File: config.mk
export PLATFORM = sky130hd
export DESIGN_NAME = int_rx
export DESIGN_NICKNAME = d
export VERILOG_FILES = /design/src/rtl/int_rx_pkg.sv /design/src/rtl/edge_det.sv /design/src/rtl/glitch_filt.sv /design/src/rtl/sync.sv /design/src/rtl/int_rx.sv
export SDC_FILE = /design/constraint.sdc
export NUM_CORES = 1
export LEC_CHECK = 0
export BUFFER_PORTS_ARGS = -buffer_cell sky130_fd_sc_hd__buf_2
export CORE_UTILIZATION = 47
export CTS_CLUSTER_SIZE = 30
export DETAILED_ROUTE_END_ITERATION = 7
export PLACE_DENSITY = 0.69
export REMOVE_ABC_BUFFERS = 1
export SYNTH_ARGS = -nofsm -noshare
export SYNTH_HDL_FRONTEND = slang
export SYNTH_SLANG_ARGS = --single-unit
File: constraint.sdc
create_clock -name clk -period 2.1 [get_ports clk]
set_input_delay 0.105 -clock clk [delete_from_list [all_inputs] [get_ports clk]]
set_output_delay 0.105 -clock clk [all_outputs]
set_load 0.01 [all_outputs]
File: src/rtl/int_rx_pkg.sv
// rtl/int_rx_pkg.sv - shared state type, default constants and saturating add for int_rx
package int_rx_pkg;

    typedef enum logic [1:0] {
        ST_IDLE  = 2'd0,
        ST_ON    = 2'd1,
        ST_LIMIT = 2'd2,
        ST_COOL  = 2'd3
    } state_t;

    localparam int DEF_CNT_W      = 16;
    localparam int DEF_FILT_LEN   = 4;
    localparam int DEF_MAX_ON     = 20000;
    localparam int DEF_MIN_OFF    = 500;
    localparam int DEF_DUTY_SHIFT = 3;

    // a + b clamped at lim; the 33-bit sum keeps the carry so wrap-around is impossible
    function automatic logic [31:0] sat_add(input logic [31:0] a,
                                            input logic [31:0] b,
                                            input logic [31:0] lim);
        logic [32:0] sum;
        sum = {1'b0, a} + {1'b0, b};
        sat_add = (sum > {1'b0, lim}) ? lim : sum[31:0];
    endfunction

endpackage

File: src/rtl/edge_det.sv
// rtl/edge_det.sv - single-cycle rising-edge pulse from a synchronous level
module edge_det (
    input  logic clk,
    input  logic rst,
    input  logic i_d,
    output logic o_rise
);

    logic r_prev;

    // remember last cycle's level to spot the 0->1 transition
    always_ff @(posedge clk) begin
        if (rst) begin
            r_prev <= 1'b0;
        end else begin
            r_prev <= i_d;
        end
    end

    assign o_rise = i_d & ~r_prev;

endmodule

File: src/rtl/glitch_filt.sv
// rtl/glitch_filt.sv - synchroniser plus run-length filter producing the clean interrupter level
module glitch_filt #(
    parameter int FILT_LEN = 4
) (
    input  logic clk,
    input  logic rst,
    input  logic i_raw,
    output logic o_int_f
);

    localparam int CW = (FILT_LEN > 1) ? $clog2(FILT_LEN) : 1;
    localparam logic [CW-1:0] LAST = CW'(FILT_LEN - 1);

    logic          w_s;
    logic [CW-1:0] r_cnt;
    logic          r_int_f;

    sync #(.W(1)) u_sync (
        .clk (clk),
        .rst (rst),
        .i_d (i_raw),
        .o_q (w_s)
    );

    // count consecutive samples that disagree with the filtered level; flip on the FILT_LEN-th
    always_ff @(posedge clk) begin
        if (rst) begin
            r_cnt   <= '0;
            r_int_f <= 1'b0;
        end else if (w_s == r_int_f) begin
            r_cnt <= '0;
        end else if (r_cnt == LAST) begin
            r_cnt   <= '0;
            r_int_f <= w_s;
        end else begin
            r_cnt <= r_cnt + 1'b1;
        end
    end

    assign o_int_f = r_int_f;

endmodule

File: src/rtl/sync.sv
// rtl/sync.sv - two-flop synchroniser for asynchronous inputs
module sync #(
    parameter int W = 1
) (
    input  logic         clk,
    input  logic         rst,
    input  logic [W-1:0] i_d,
    output logic [W-1:0] o_q
);

    logic [W-1:0] r_meta;
    logic [W-1:0] r_q;

    // first flop absorbs metastability, second presents a clean level
    always_ff @(posedge clk) begin
        if (rst) begin
            r_meta <= '0;
            r_q    <= '0;
        end else begin
            r_meta <= i_d;
            r_q    <= r_meta;
        end
    end

    assign o_q = r_q;

endmodule

File: src/rtl/int_rx.sv
// rtl/int_rx.sv - interrupter receiver: filter, on/off timing, gen-synchronous bridge enable (option: DUTY_LIMIT_EN)
module int_rx
    import int_rx_pkg::*;
#(
    parameter int CNT_W      = DEF_CNT_W,
    parameter int FILT_LEN   = DEF_FILT_LEN,
    parameter int MAX_ON     = DEF_MAX_ON,
    parameter int MIN_OFF    = DEF_MIN_OFF,
    parameter int DUTY_SHIFT = DEF_DUTY_SHIFT
) (
    input  logic             clk,
    input  logic             rst,
    input  logic             int_raw,
    input  logic             gen,
    output logic             out,
    output logic [CNT_W-1:0] on_cnt,
    output logic             fault
);

    localparam logic [31:0]      CNT_MAX   = 32'((64'd1 << CNT_W) - 64'd1);
    localparam logic [CNT_W-1:0] MAX_ON_C  = CNT_W'(MAX_ON);
    localparam logic [CNT_W-1:0] MIN_OFF_C = CNT_W'(MIN_OFF);

    generate
        if (CNT_W < 1 || CNT_W > 31) begin : g_chk_cnt_w
            $error("int_rx: CNT_W must be in 1..31");
        end
        if (MAX_ON < 1 || MAX_ON >= (1 << CNT_W)) begin : g_chk_max_on
            $error("int_rx: MAX_ON must be in 1..2^CNT_W-1");
        end
        if (MIN_OFF < 0 || MIN_OFF >= (1 << CNT_W)) begin : g_chk_min_off
            $error("int_rx: MIN_OFF must be below 2^CNT_W");
        end
        if (FILT_LEN < 1 || DUTY_SHIFT < 0) begin : g_chk_misc
            $error("int_rx: FILT_LEN must be >= 1 and DUTY_SHIFT >= 0");
        end
    endgenerate

    state_t           r_state;
    state_t           w_next;
    logic             w_int_f;
    logic             w_gen_s;
    logic             w_gen_p;
    logic             r_int_f_d;
    logic             w_int_rise;
    logic             w_cap_on;
    logic             w_hit_limit;
    logic [CNT_W-1:0] r_on_timer;
    logic [CNT_W-1:0] r_off_timer;
    logic [CNT_W-1:0] r_on_cnt;
    logic             r_fault;
    logic             r_ff;
    logic [CNT_W-1:0] w_on_inc;
    logic [CNT_W-1:0] w_off_inc;
    logic [CNT_W-1:0] w_off_req;

    glitch_filt #(.FILT_LEN(FILT_LEN)) u_filt (
        .clk     (clk),
        .rst     (rst),
        .i_raw   (int_raw),
        .o_int_f (w_int_f)
    );

    sync #(.W(1)) u_gen_sync (
        .clk (clk),
        .rst (rst),
        .i_d (gen),
        .o_q (w_gen_s)
    );

    edge_det u_gen_edge (
        .clk    (clk),
        .rst    (rst),
        .i_d    (w_gen_s),
        .o_rise (w_gen_p)
    );

    assign w_int_rise = w_int_f & ~r_int_f_d;
    assign w_on_inc   = CNT_W'(sat_add(32'(r_on_timer), 32'd1, CNT_MAX));
    assign w_off_inc  = CNT_W'(sat_add(32'(r_off_timer), 32'd1, CNT_MAX));

`ifdef DUTY_LIMIT_EN
    localparam int SW = CNT_W + DUTY_SHIFT;

    logic [SW-1:0]    w_scaled;
    logic [CNT_W-1:0] w_scaled_sat;

    // off time scales with the last on time so average duty stays bounded
    assign w_scaled     = SW'(r_on_cnt) << DUTY_SHIFT;
    assign w_scaled_sat = (w_scaled > SW'(CNT_MAX)) ? CNT_W'(CNT_MAX) : w_scaled[CNT_W-1:0];
    assign w_off_req    = (w_scaled_sat > MIN_OFF_C) ? w_scaled_sat : MIN_OFF_C;
`else
    assign w_off_req = MIN_OFF_C;
`endif

    // state register; reset lands in COOL so a pulse in flight at reset is never resumed
    always_ff @(posedge clk) begin
        if (rst) begin
            r_state <= ST_COOL;
        end else begin
            r_state <= w_next;
        end
    end

    // next state plus capture/limit strobes; a falling int_f beats a simultaneous limit hit
    always_comb begin
        w_next      = r_state;
        w_cap_on    = 1'b0;
        w_hit_limit = 1'b0;
        case (r_state)
            ST_IDLE: begin
                if (w_int_rise) begin
                    w_next = ST_ON;
                end
            end
            ST_ON: begin
                if (!w_int_f) begin
                    w_next   = ST_COOL;
                    w_cap_on = 1'b1;
                end else if (r_on_timer == MAX_ON_C) begin
                    w_next      = ST_LIMIT;
                    w_hit_limit = 1'b1;
                end
            end
            ST_LIMIT: begin
                if (!w_int_f) begin
                    w_next = ST_COOL;
                end
            end
            ST_COOL: begin
                if (!w_int_f && (r_off_timer >= w_off_req)) begin
                    w_next = ST_IDLE;
                end
            end
            default: w_next = ST_COOL;
        endcase
    end

    // on/off timers, recorded on-time and sticky fault
    always_ff @(posedge clk) begin
        if (rst) begin
            r_on_timer  <= '0;
            r_off_timer <= '0;
            r_on_cnt    <= '0;
            r_fault     <= 1'b0;
            r_int_f_d   <= 1'b0;
        end else begin
            r_int_f_d <= w_int_f;
            if (r_state == ST_IDLE) begin
                r_on_timer <= CNT_W'(1);
            end else if (r_state == ST_ON) begin
                r_on_timer <= w_on_inc;
            end
            if ((w_next == ST_COOL) && (r_state != ST_COOL)) begin
                r_off_timer <= '0;
            end else if (r_state == ST_COOL) begin
                r_off_timer <= w_off_inc;
            end
            if (w_cap_on) begin
                r_on_cnt <= r_on_timer;
            end
            if (w_hit_limit) begin
                r_on_cnt <= MAX_ON_C;
                r_fault  <= 1'b1;
            end
        end
    end

    // bridge enable only changes on gen rising edges, except a limit cut which is immediate
    always_ff @(posedge clk) begin
        if (rst) begin
            r_ff <= 1'b0;
        end else if (w_hit_limit || (r_state == ST_LIMIT)) begin
            r_ff <= 1'b0;
        end else if (w_gen_p) begin
            r_ff <= (r_state == ST_ON);
        end
    end

    assign out    = r_ff & w_gen_s;
    assign on_cnt = r_on_cnt;
    assign fault  = r_fault;

endmodule
==> results of run 1 <==
==> worst max-delay path: stages, from the launching register on <==
cell       delay, ns
dfxtp_1         0.37
nor4b_2         0.33
nand4_1         0.18
a21o_1          0.26
a2111oi_4       0.37
buf_6           0.23
a2111oi_1       0.07
==> through the flow <==
stage	area (µm²)	power, mW	util
2_1_floorplan	2693	1.228	-
3_3_place_gp	3068	1.249	0.5471
3_5_place_dp	3068	1.251	0.5471
4_1_cts	3254	2.126	0.5803
5_1_grt	3273	2.191	0.5837
6_report	3273	2.101	0.5837
==> cells in the final DEF, fill, tap and decap left out, types with 2 or more instances in the layout <==
cell type and count:
mux2i_1 4, nand3_1 16, dfxtp_1 60, nor3_1 19
ha_1 5, nand2_1 42, nand4_1 8, nand2b_1 3
nor2_1 18, nor4_1 7, o21ai_0 14, dlygate4sd3_1 2
and3_1 4, nor3b_1 4, o21bai_1 2, inv_1 13
and2_1 5, a21oi_1 20, buf_2 21, clkinv_2 4
a211oi_1 9, and4_1 5, or2_2 3, a31oi_1 17
clkinvlp_4 3, nor2_2 2, clkbuf_8 9, nor2b_1 8
buf_4 23
==> cell usage after synthesis, types with 2 or more instances <==
cell	count	area [µm²]
nor4_1	7	43.79
nand2_1	42	157.7
nand4_1	8	50.05
o21bai_1	2	15.01
a21oi_1	20	100.1
buf_2	3	15.01
and4_1	5	43.79
o21ai_0	14	70.07
a211oi_1	9	67.56
nand3_1	16	80.08
nand2b_1	3	18.77
nor2b_1	8	50.05
nor2_1	20	75.07
nor3_1	20	100.1
dfxtp_1	61	1221
buf_1	2	7.510
a31oi_1	17	106.4
nor3b_1	4	30.03
inv_1	13	48.80
and2_1	5	31.28
ha_1	5	62.56
mux2i_1	4	40.04
clkbuf_1	11	41.29
and3_1	4	25.02
or2_2	3	18.77
==> final timing paths <==
kind                                                  start                     endpoint  cells after the start
worst max-delay path            r_on_timer[13]$_SDFFE_PP0P_  r_off_timer[1]$_SDFFE_PP0N_                      6
worst min-delay path                                    rst  u_filt.o_int_f$_SDFFE_PP0P_                      2
worst max register to register  r_on_timer[13]$_SDFFE_PP0P_  r_off_timer[1]$_SDFFE_PP0N_                      6
worst min register to register   u_filt.r_cnt[0]$_SDFF_PP0_   u_filt.r_cnt[0]$_SDFF_PP0_                      1
==> where the power goes <==
part           total, mW  internal [mW]  leakage (nW)  switching, mW
registers           1.18           1.17         0.493        0.00847
clock network      0.873          0.417        0.0808          0.456
logic             0.0515         0.0210         0.656         0.0305
==> registers in the layout, indices dropped and copies added, names as in the netlist <==
signal and cells:
u_filt.r_cnt 2, u_gen_edge.r_prev 1, fault 1, r_state 2, u_filt.o_int_f 1, r_int_f_d 1
r_off_timer 16, u_gen_sync.o_q 1, u_filt.u_sync.o_q 1, r_on_timer 16, r_ff 1, u_filt.u_sync.r_meta 1
u_gen_sync.r_meta 1, on_cnt 16
==> per-layer routing <==
metal	up-vias	GRT usage
li1	1282	-
met1	1157	0.2952
met5	-	0
met3	6	0.05172
met4	0	0.08000
met2	62	0.3130
==> what timing repair did <==
| item | in CTS | in global routing |
|---|---|---|
| resized for setup | 0 | 6 |
| buffers inserted | 0 | 0 |
| setup endpoints to repair | 0 | 27 |
| hold buffers | 2 | 0 |
| endpoints found under the hold margin | 2 | 0 |
==> cell families after synthesis <==
group	after synthesis	synth area share
multiplexers	4	0.01443
buffers and inverters	31	0.04734
AND/OR/NAND/NOR	154	0.2944
adder cells (fa/ha/maj)	5	0.02254
XOR/XNOR	1	0.003157
flip-flops	61	0.4400
AO/OA/AOI/OAI	74	0.1781
==> layout make-up <==
type,instances,area (µm²)
inverter,13,48.80
tap,72,90.09
fill,519,2335
sequential,61,1222
clock inverter,7,42.54
multi-input combinational,238,1436
clock buffer,9,123.9
timing repair buffer,47,309.0
==> impl_metrics.env, run 1 <==
export IMPL_place_ws_ns=0.09420
export IMPL_wl_met1_mm=3.173
export IMPL_synth_edff_count=0
export IMPL_drt_iter0_drc=143
export IMPL_ys_types=49
export IMPL_critPathArrivalTime_ns=2.16
export IMPL_clk_pin_slew_worst_paths_ns=0.07
export IMPL_cp_max_fo=16
export IMPL_yosys_warnings=0
export IMPL_p_per_area_nw_per_um2=641.8
export IMPL_max_cap_viol_count=0
export IMPL_num_rows=27
export IMPL_synthCells=330
export IMPL_clock_skew_ns=0.007373
export IMPL_via_count=2507
export IMPL_grt_ovfl_total=0
export IMPL_start_kind="register"
export IMPL_dr_pass1_iters=4
export IMPL_peakVddDrop_v=0.0003212
export IMPL_met3_length_um=311
export IMPL_grt_first_pass_wirelength_mm=10.21
export IMPL_dpl_cell_count=429
export IMPL_totalNegativeSetupSlack_ns=0
export IMPL_slew_violations=0
export IMPL_h_tree_depth=3
export IMPL_min_period_ns=1.971
export IMPL_outcome="finished, final reports clean"
export IMPL_syn_area_um2=2775
export IMPL_finalCritPeriodShare=0.9387
export IMPL_vias_per_cell=5.609
export IMPL_die_w_um=78.84
export IMPL_die_height_um=78.84
export IMPL_synthArstFlopShare=0
export IMPL_relSlewSlack=0.5634
export IMPL_fmax_mhz=507.3
export IMPL_fin_cells=447
export IMPL_layout_nets=379
export IMPL_grt_max_degree=38
export IMPL_synth_seq_cells=61
export IMPL_antenna_cells=0
export IMPL_gp_congestion=0.8684
export IMPL_core_area_um2=5608
export IMPL_cts_buffers=9
export IMPL_gr_usage_all_layers=0.2113
export IMPL_fin_hold_ws_ns=0.2817
export IMPL_antenna_found_initial=0
export IMPL_insertion_delay_ns=0.34
export IMPL_rrSetupSlack_ns=0.13
export IMPL_cts_tree="built"
export IMPL_hold_viol=0
export IMPL_fp_dieArea_um2=6216
export IMPL_cts_buffer_depth=2
export IMPL_setup_ws_ns=0.1288
export IMPL_routed_wl_mm=6.190
export IMPL_wl_met2_mm=2.629
export IMPL_wl_per_cell_um=13.85
export IMPL_ys_seq_area_frac=0.4400
export IMPL_portBuffers=21
export IMPL_cts_root_buf="clkbuf_8"
export IMPL_endpoint_kind="register"
export IMPL_tightest_slew_ns=0.6550
export IMPL_initial_core_util=0.4949
export IMPL_cp_required_ns=2.29
export IMPL_final_antenna_net_count=0
export IMPL_leakage_nw=1.231
export IMPL_rsz0062_at_grt="no"
export IMPL_crit_type="register to register"
export IMPL_setup_viol=0
export IMPL_routed_top_layer="met4"
export IMPL_drive_gt1_frac=0.2000
export IMPL_grt_pass1_vias=2222
export IMPL_syn_to_final_growth_pct=17.94
export IMPL_syn_avg_cell_area_um2=8.410
export IMPL_drc=0
export IMPL_holdCritPathClass="input pin to register"
export IMPL_dpl_hpwl_mm=4.373
export IMPL_yosys_most_used_dff="dfxtp_1"
export IMPL_ios=22
export IMPL_clock_sinks=61
Power figures use the tool's default switching activity.
==> run 2: changes to the inputs <==
--- a/config.mk
+++ b/config.mk
@@ -6,10 +6,10 @@
 export NUM_CORES = 1
 export LEC_CHECK = 0
 export BUFFER_PORTS_ARGS = -buffer_cell sky130_fd_sc_hd__buf_2
-export CORE_UTILIZATION = 47
+export CORE_UTILIZATION = 35
 export CTS_CLUSTER_SIZE = 30
 export DETAILED_ROUTE_END_ITERATION = 7
-export PLACE_DENSITY = 0.69
+export PLACE_DENSITY = 0.55
 export REMOVE_ABC_BUFFERS = 1
 export SYNTH_ARGS = -nofsm -noshare
 export SYNTH_HDL_FRONTEND = slang
==> impl_metrics.env, run 2 (synthesis results as in run 1) <==
export IMPL_dpl_hpwl_mm=4.802
export IMPL_slew_violations=0
export IMPL_crit_start="r_on_timer[0]$_SDFFE_PP0P_"
export IMPL_cts_root_buf="clkbuf_8"
export IMPL_wl_per_cell_um=14.02
export IMPL_grt_pass1_vias=2322
export IMPL_clock_power_share=0.478
export IMPL_wl_met2_mm=2.874
export IMPL_gp_congestion=0.8034
export IMPL_min_period_ns=1.920
export IMPL_cp_top_family="compound AO/OA/AOI/OAI gates"
export IMPL_gr_usage_all_layers=0.1739
export IMPL_fp_dieArea_um2=8289
export IMPL_fin_cells=485
export IMPL_drc=0
export IMPL_die_w_um=91.05
export IMPL_layout_nets=388
export IMPL_place_ws_ns=0.1528
export IMPL_via_count=2593
export IMPL_rsz0062_at_grt="no"
export IMPL_fmax_mhz=520.9
export IMPL_start_kind="register"
export IMPL_layout_common_cells="61 x dfxtp_1, 42 x nand2_1, 32 x buf_4, 21 x buf_2"
export IMPL_fin_util=0.4466
export IMPL_crit_path_cell_trace="inv_1, ha_1, and3_1, nand4_1, a21o_1, a2111oi_4, buf_4, nor4_1"
export IMPL_drt_iter0_drc=186
export IMPL_dr_pass1_iters=4
export IMPL_power_frac_seq=0.497
export IMPL_antenna_cells=0
export IMPL_ios=22
export IMPL_syn_to_final_growth_pct=23.71
export IMPL_final_common_cell="dfxtp_1"
export IMPL_design_area_um2=3433
export IMPL_grt_ovfl_total=0
export IMPL_grt_max_degree=23
export IMPL_fin_hold_ws_ns=0.1979
export IMPL_grt_first_pass_wirelength_mm=11.50
export IMPL_clock_sinks=61
export IMPL_placed_area_um2=3186
export IMPL_nFillCells=800
export IMPL_p_int_mw=1.879
export IMPL_cp_max_fo=8
export IMPL_routed_top_layer="met4"
export IMPL_insertion_delay_ns=0.34
export IMPL_switching_share=0.2056
export IMPL_tightest_slew_ns=0.6193
export IMPL_max_cap_viol_count=0
export IMPL_cp_num_cells=8
export IMPL_num_rows=32
export IMPL_endpoint="r_off_timer[14]$_SDFFE_PP0N_"
export IMPL_antenna_found_initial=0
export IMPL_core_area_um2=7687
export IMPL_cts_setup_buffers=0
export IMPL_wl_met1_mm=3.527
export IMPL_setup_viol=0
export IMPL_p_comb_frac=0.024
export IMPL_cp_slowest_cell="dfxtp_1"
export IMPL_cts_buffers=9
export IMPL_portBuffers=21
export IMPL_cts_buffer_depth=2
export IMPL_path_buf_inv=2
export IMPL_holdCritPathClass="input pin to register"
export IMPL_fin_total_pwr_mw=2.365
export IMPL_setup_ws_ns=0.1804
export IMPL_vias_per_cell=5.346
export IMPL_die_height_um=91.05
export IMPL_multi_input_area_um2=1438
export IMPL_crit_type="register to register"
export IMPL_finalCritPeriodShare=0.9141
export IMPL_totalNegativeSetupSlack_ns=0
export IMPL_p_per_area_nw_per_um2=688.9
export IMPL_power_switching_uw=486.2
export IMPL_cp_required_ns=2.31
export IMPL_relSlewSlack=0.5867
export IMPL_seq_area_um2=1221
export IMPL_hold_viol=0
export IMPL_met3_length_um=304
export IMPL_cts_tree="built"
export IMPL_clock_skew_ns=0.008707
export IMPL_leakage_nw=1.317
export IMPL_peakVddDrop_v=0.0003052
export IMPL_outcome="finished, final reports clean"
export IMPL_h_tree_depth=3
export IMPL_critPathArrivalTime_ns=2.13
export IMPL_timing_rr_end="r_off_timer[14]$_SDFFE_PP0N_"
export IMPL_endpoint_kind="register"
export IMPL_initial_core_util=0.3610
export IMPL_final_antenna_net_count=0
export IMPL_drive_gt1_frac=0.2089
export IMPL_dpl_cell_count=468
export IMPL_reg2reg_from="r_on_timer[0]$_SDFFE_PP0P_"
export IMPL_slowest_delay_ns=0.37
export IMPL_clk_pin_slew_worst_paths_ns=0.06
export IMPL_routed_wl_mm=6.802
export IMPL_rr_worst_depth=8
export IMPL_rrSetupSlack_ns=0.18
[run 2: worst min path at each step]
| stage | from | to | slack (ns) | cells after the start |
|---|---|---|---|---|
| floorplan | rst | fault$_SDFFE_PP0P_ | 0.17 | 1 |
| global placement | gen | u_gen_sync.r_meta$_SDFF_PP0_ | 0.31 | 2 |
| detailed placement | int_raw | u_filt.u_sync.r_meta$_SDFF_PP0_ | 0.32 | 2 |
| CTS | rst | fault$_SDFFE_PP0P_ | 0.19 | 2 |
| global route | rst | fault$_SDFFE_PP0P_ | 0.23 | 2 |
| finish | rst | fault$_SDFFE_PP0P_ | 0.20 | 2 |
[run 2: power by group through the flow]
| stage | clock [mW] | sequential, mW | combinational, mW |
|---|---|---|---|
| 6_report | 1.13 | 1.18 | 0.0576 |
| 5_1_grt | 1.23 | 1.18 | 0.0639 |
| 4_1_cts | 1.17 | 1.18 | 0.0577 |
| 3_5_place_dp | 0 | 1.20 | 0.0546 |
| 3_3_place_gp | 0 | 1.20 | 0.0534 |
| 2_1_floorplan | 0 | 1.20 | 0.0287 |
[run 2: final cells by class]
cell class                      instances  area share
Sequential cell                        61      0.3557
Multi-Input combinational cell        238      0.4187
Clock inverter                          5     0.02187
Timing Repair Buffer                   56      0.1122
Clock buffer                           10     0.04009
Inverter                               13     0.01421
Tap cell                              102     0.03717
[run 2: layer usage]
layer	vias to the layer above	track usage
li1	1305	-
met1	1229	0.2509
met2	50	0.2456
met3	9	0.04606
met4	0	0.06349
met5	-	0
[run 2: timing repair]
action                     CTS  global route
hold buffers                 2             0
resized for setup            0             3
setup endpoints to repair    0            12
hold endpoints to repair     2             0
==> run 3: changes to the inputs <==
==> constraint.sdc (replaced) <==
create_clock -name clk -period 2.1 [get_ports clk]
set_input_delay 0.525 -clock clk [delete_from_list [all_inputs] [get_ports clk]]
set_output_delay 0.525 -clock clk [all_outputs]
set_load 0.01 [all_outputs]
==> impl_metrics.env, run 3 (synthesis results as in run 1) <==
export IMPL_outcome="finished, final reports clean"
export IMPL_tightest_slew_ns=0.5891
export IMPL_gr_usage_all_layers=0.1710
export IMPL_critPathArrivalTime_ns=2.16
export IMPL_fin_total_pwr_mw=2.363
export IMPL_start_kind="register"
export IMPL_timing_rr_end="r_off_timer[11]$_SDFFE_PP0N_"
export IMPL_die_height_um=91.05
export IMPL_cts_root_buf="clkbuf_8"
export IMPL_routed_wl_mm=6.604
export IMPL_power_switching_uw=487.3
export IMPL_crit_start="r_on_timer[1]$_SDFFE_PP0P_"
export IMPL_setup_viol=0
export IMPL_grt_ovfl_total=0
export IMPL_die_w_um=91.05
export IMPL_endpoint="r_off_timer[11]$_SDFFE_PP0N_"
export IMPL_slew_violations=0
export IMPL_drt_iter0_drc=148
export IMPL_drive_gt1_frac=0.2016
export IMPL_h_tree_depth=3
export IMPL_p_int_mw=1.876
export IMPL_cts_resized=0
export IMPL_leakage_nw=1.277
export IMPL_max_cap_viol_count=0
export IMPL_rr_worst_depth=8
export IMPL_antenna_cells=0
export IMPL_dr_pass1_iters=4
export IMPL_initial_core_util=0.3610
export IMPL_portBuffers=21
export IMPL_p_comb_frac=0.023
export IMPL_fp_dieArea_um2=8289
export IMPL_grt_first_pass_wirelength_mm=11.11
export IMPL_ios=22
export IMPL_p_per_area_nw_per_um2=702.9
export IMPL_gp_congestion=0.8163
export IMPL_finalCritPeriodShare=0.9255
export IMPL_insertion_delay_ns=0.34
export IMPL_grt_busiest_layer="met2"
export IMPL_switching_share=0.2062
export IMPL_cts_hold_buf=0
export IMPL_final_common_cell="dfxtp_1"
export IMPL_cp_required_ns=2.32
export IMPL_min_period_ns=1.944
export IMPL_syn_to_final_growth_pct=21.14
export IMPL_clock_sinks=61
export IMPL_holdCritPathClass="input pin to register"
export IMPL_totalNegativeSetupSlack_ns=0
export IMPL_clock_skew_ns=0.01347
export IMPL_core_area_um2=7687
export IMPL_wl_per_cell_um=13.79
export IMPL_layout_nets=382
export IMPL_drc=0
export IMPL_endpoint_kind="register"
export IMPL_peakVddDrop_v=0.0004105
export IMPL_met1_usage=0.2407
export IMPL_via_count=2501
export IMPL_fmax_mhz=514.5
export IMPL_antenna_found_initial=0
export IMPL_rrSetupSlack_ns=0.16
export IMPL_use_met2=0.2443
export IMPL_cts_tree="built"
export IMPL_hold_viol=0
export IMPL_rsz0062_at_grt="no"
export IMPL_num_rows=32
export IMPL_dpl_hpwl_mm=4.734
export IMPL_grt_util_met3=0.03183
export IMPL_cts_setup_buffers=0
export IMPL_vias_per_cell=5.221
export IMPL_power_frac_seq=0.498
export IMPL_final_antenna_net_count=0
export IMPL_relSlewSlack=0.6068
export IMPL_grt_pass1_vias=2341
export IMPL_cts_buffer_depth=2
export IMPL_cp_max_fo=16
export IMPL_grt_max_degree=17
export IMPL_clk_pin_slew_worst_paths_ns=0.07
export IMPL_reg2reg_from="r_on_timer[1]$_SDFFE_PP0P_"
export IMPL_cts_buffers=9
export IMPL_clock_power_share=0.480
export IMPL_crit_type="register to register"
export IMPL_layout_common_cells="61 x dfxtp_1, 42 x nand2_1, 29 x buf_4, 21 x buf_2"
[run 3: cell types whose count changed in the layout (fill, tap and decap cells not counted)]
| cell | change |
|---|---|
| nand4_2 | +1 |
| buf_4 | -3 |
| dlygate4sd3_1 | -2 |
| buf_12 | -1 |
| nand4_4 | -1 |
[run 3: worst max-delay path, cell delays in order, from the launching register on]
cell       delay, ns
dfxtp_1         0.35
inv_1           0.09
ha_1            0.15
and3_1          0.15
nand4_1         0.12
a21o_1          0.26
a2111oi_4       0.34
buf_4           0.28
nor4_1          0.08
[run 3: area by class of cell]
type                       count  area (µm²)
inverter                      13       48.80
sequential                    61        1221
tap                          102       127.6
fill                         800        4325
clock buffer                  10       137.6
clock inverter                 5       75.07
multi-input combinational    238        1429
timing repair buffer          50       322.8
[run 3: layer usage]
| metal | vias up | routed length (µm) |
|---|---|---|
| met5 | - | 0 |
| met4 | 0 | 85 |
| met3 | 7 | 240 |
| met2 | 47 | 2786 |
| met1 | 1164 | 3493 |
| li1 | 1283 | - |
[run 3: power groups by stage]
stage          Sequential [mW]  Combinational (mW)  Clock, mW
2_1_floorplan             1.20              0.0287          0
3_3_place_gp              1.20              0.0524          0
3_5_place_dp              1.20              0.0539          0
4_1_cts                   1.18              0.0541       1.16
5_1_grt                   1.18              0.0610       1.21
6_report                  1.18              0.0533       1.13
[run 3: worst min-delay path by stage]
stage                                     from                              end  cells after the start
CTS                                        gen     u_gen_sync.r_meta$_SDFF_PP0_                      2
global placement    u_filt.r_cnt[0]$_SDFF_PP0_       u_filt.r_cnt[0]$_SDFF_PP0_                      1
global route                           int_raw  u_filt.u_sync.r_meta$_SDFF_PP0_                      2
finish                                     gen     u_gen_sync.r_meta$_SDFF_PP0_                      2
detailed placement  u_filt.r_cnt[0]$_SDFF_PP0_       u_filt.r_cnt[0]$_SDFF_PP0_                      1
floorplan           u_filt.r_cnt[0]$_SDFF_PP0_       u_filt.r_cnt[0]$_SDFF_PP0_                      1
[run 3: metrics by stage]
step / instances / hold slack, ns / area, µm² / util / worst slack, ns
2_1_floorplan: 312 / 0.3974 / 2693 / - / 0.1007
3_3_place_gp: 464 / 0.4076 / 3143 / 0.4089 / 0.1844
3_5_place_dp: 464 / 0.4199 / 3143 / 0.4089 / 0.1564
4_1_cts: 479 / 0.3778 / 3356 / 0.4365 / 0.09581
5_1_grt: 479 / 0.4127 / 3362 / 0.4373 / 0.03205
6_report: 479 / 0.3951 / 3362 / 0.4373 / 0.1565
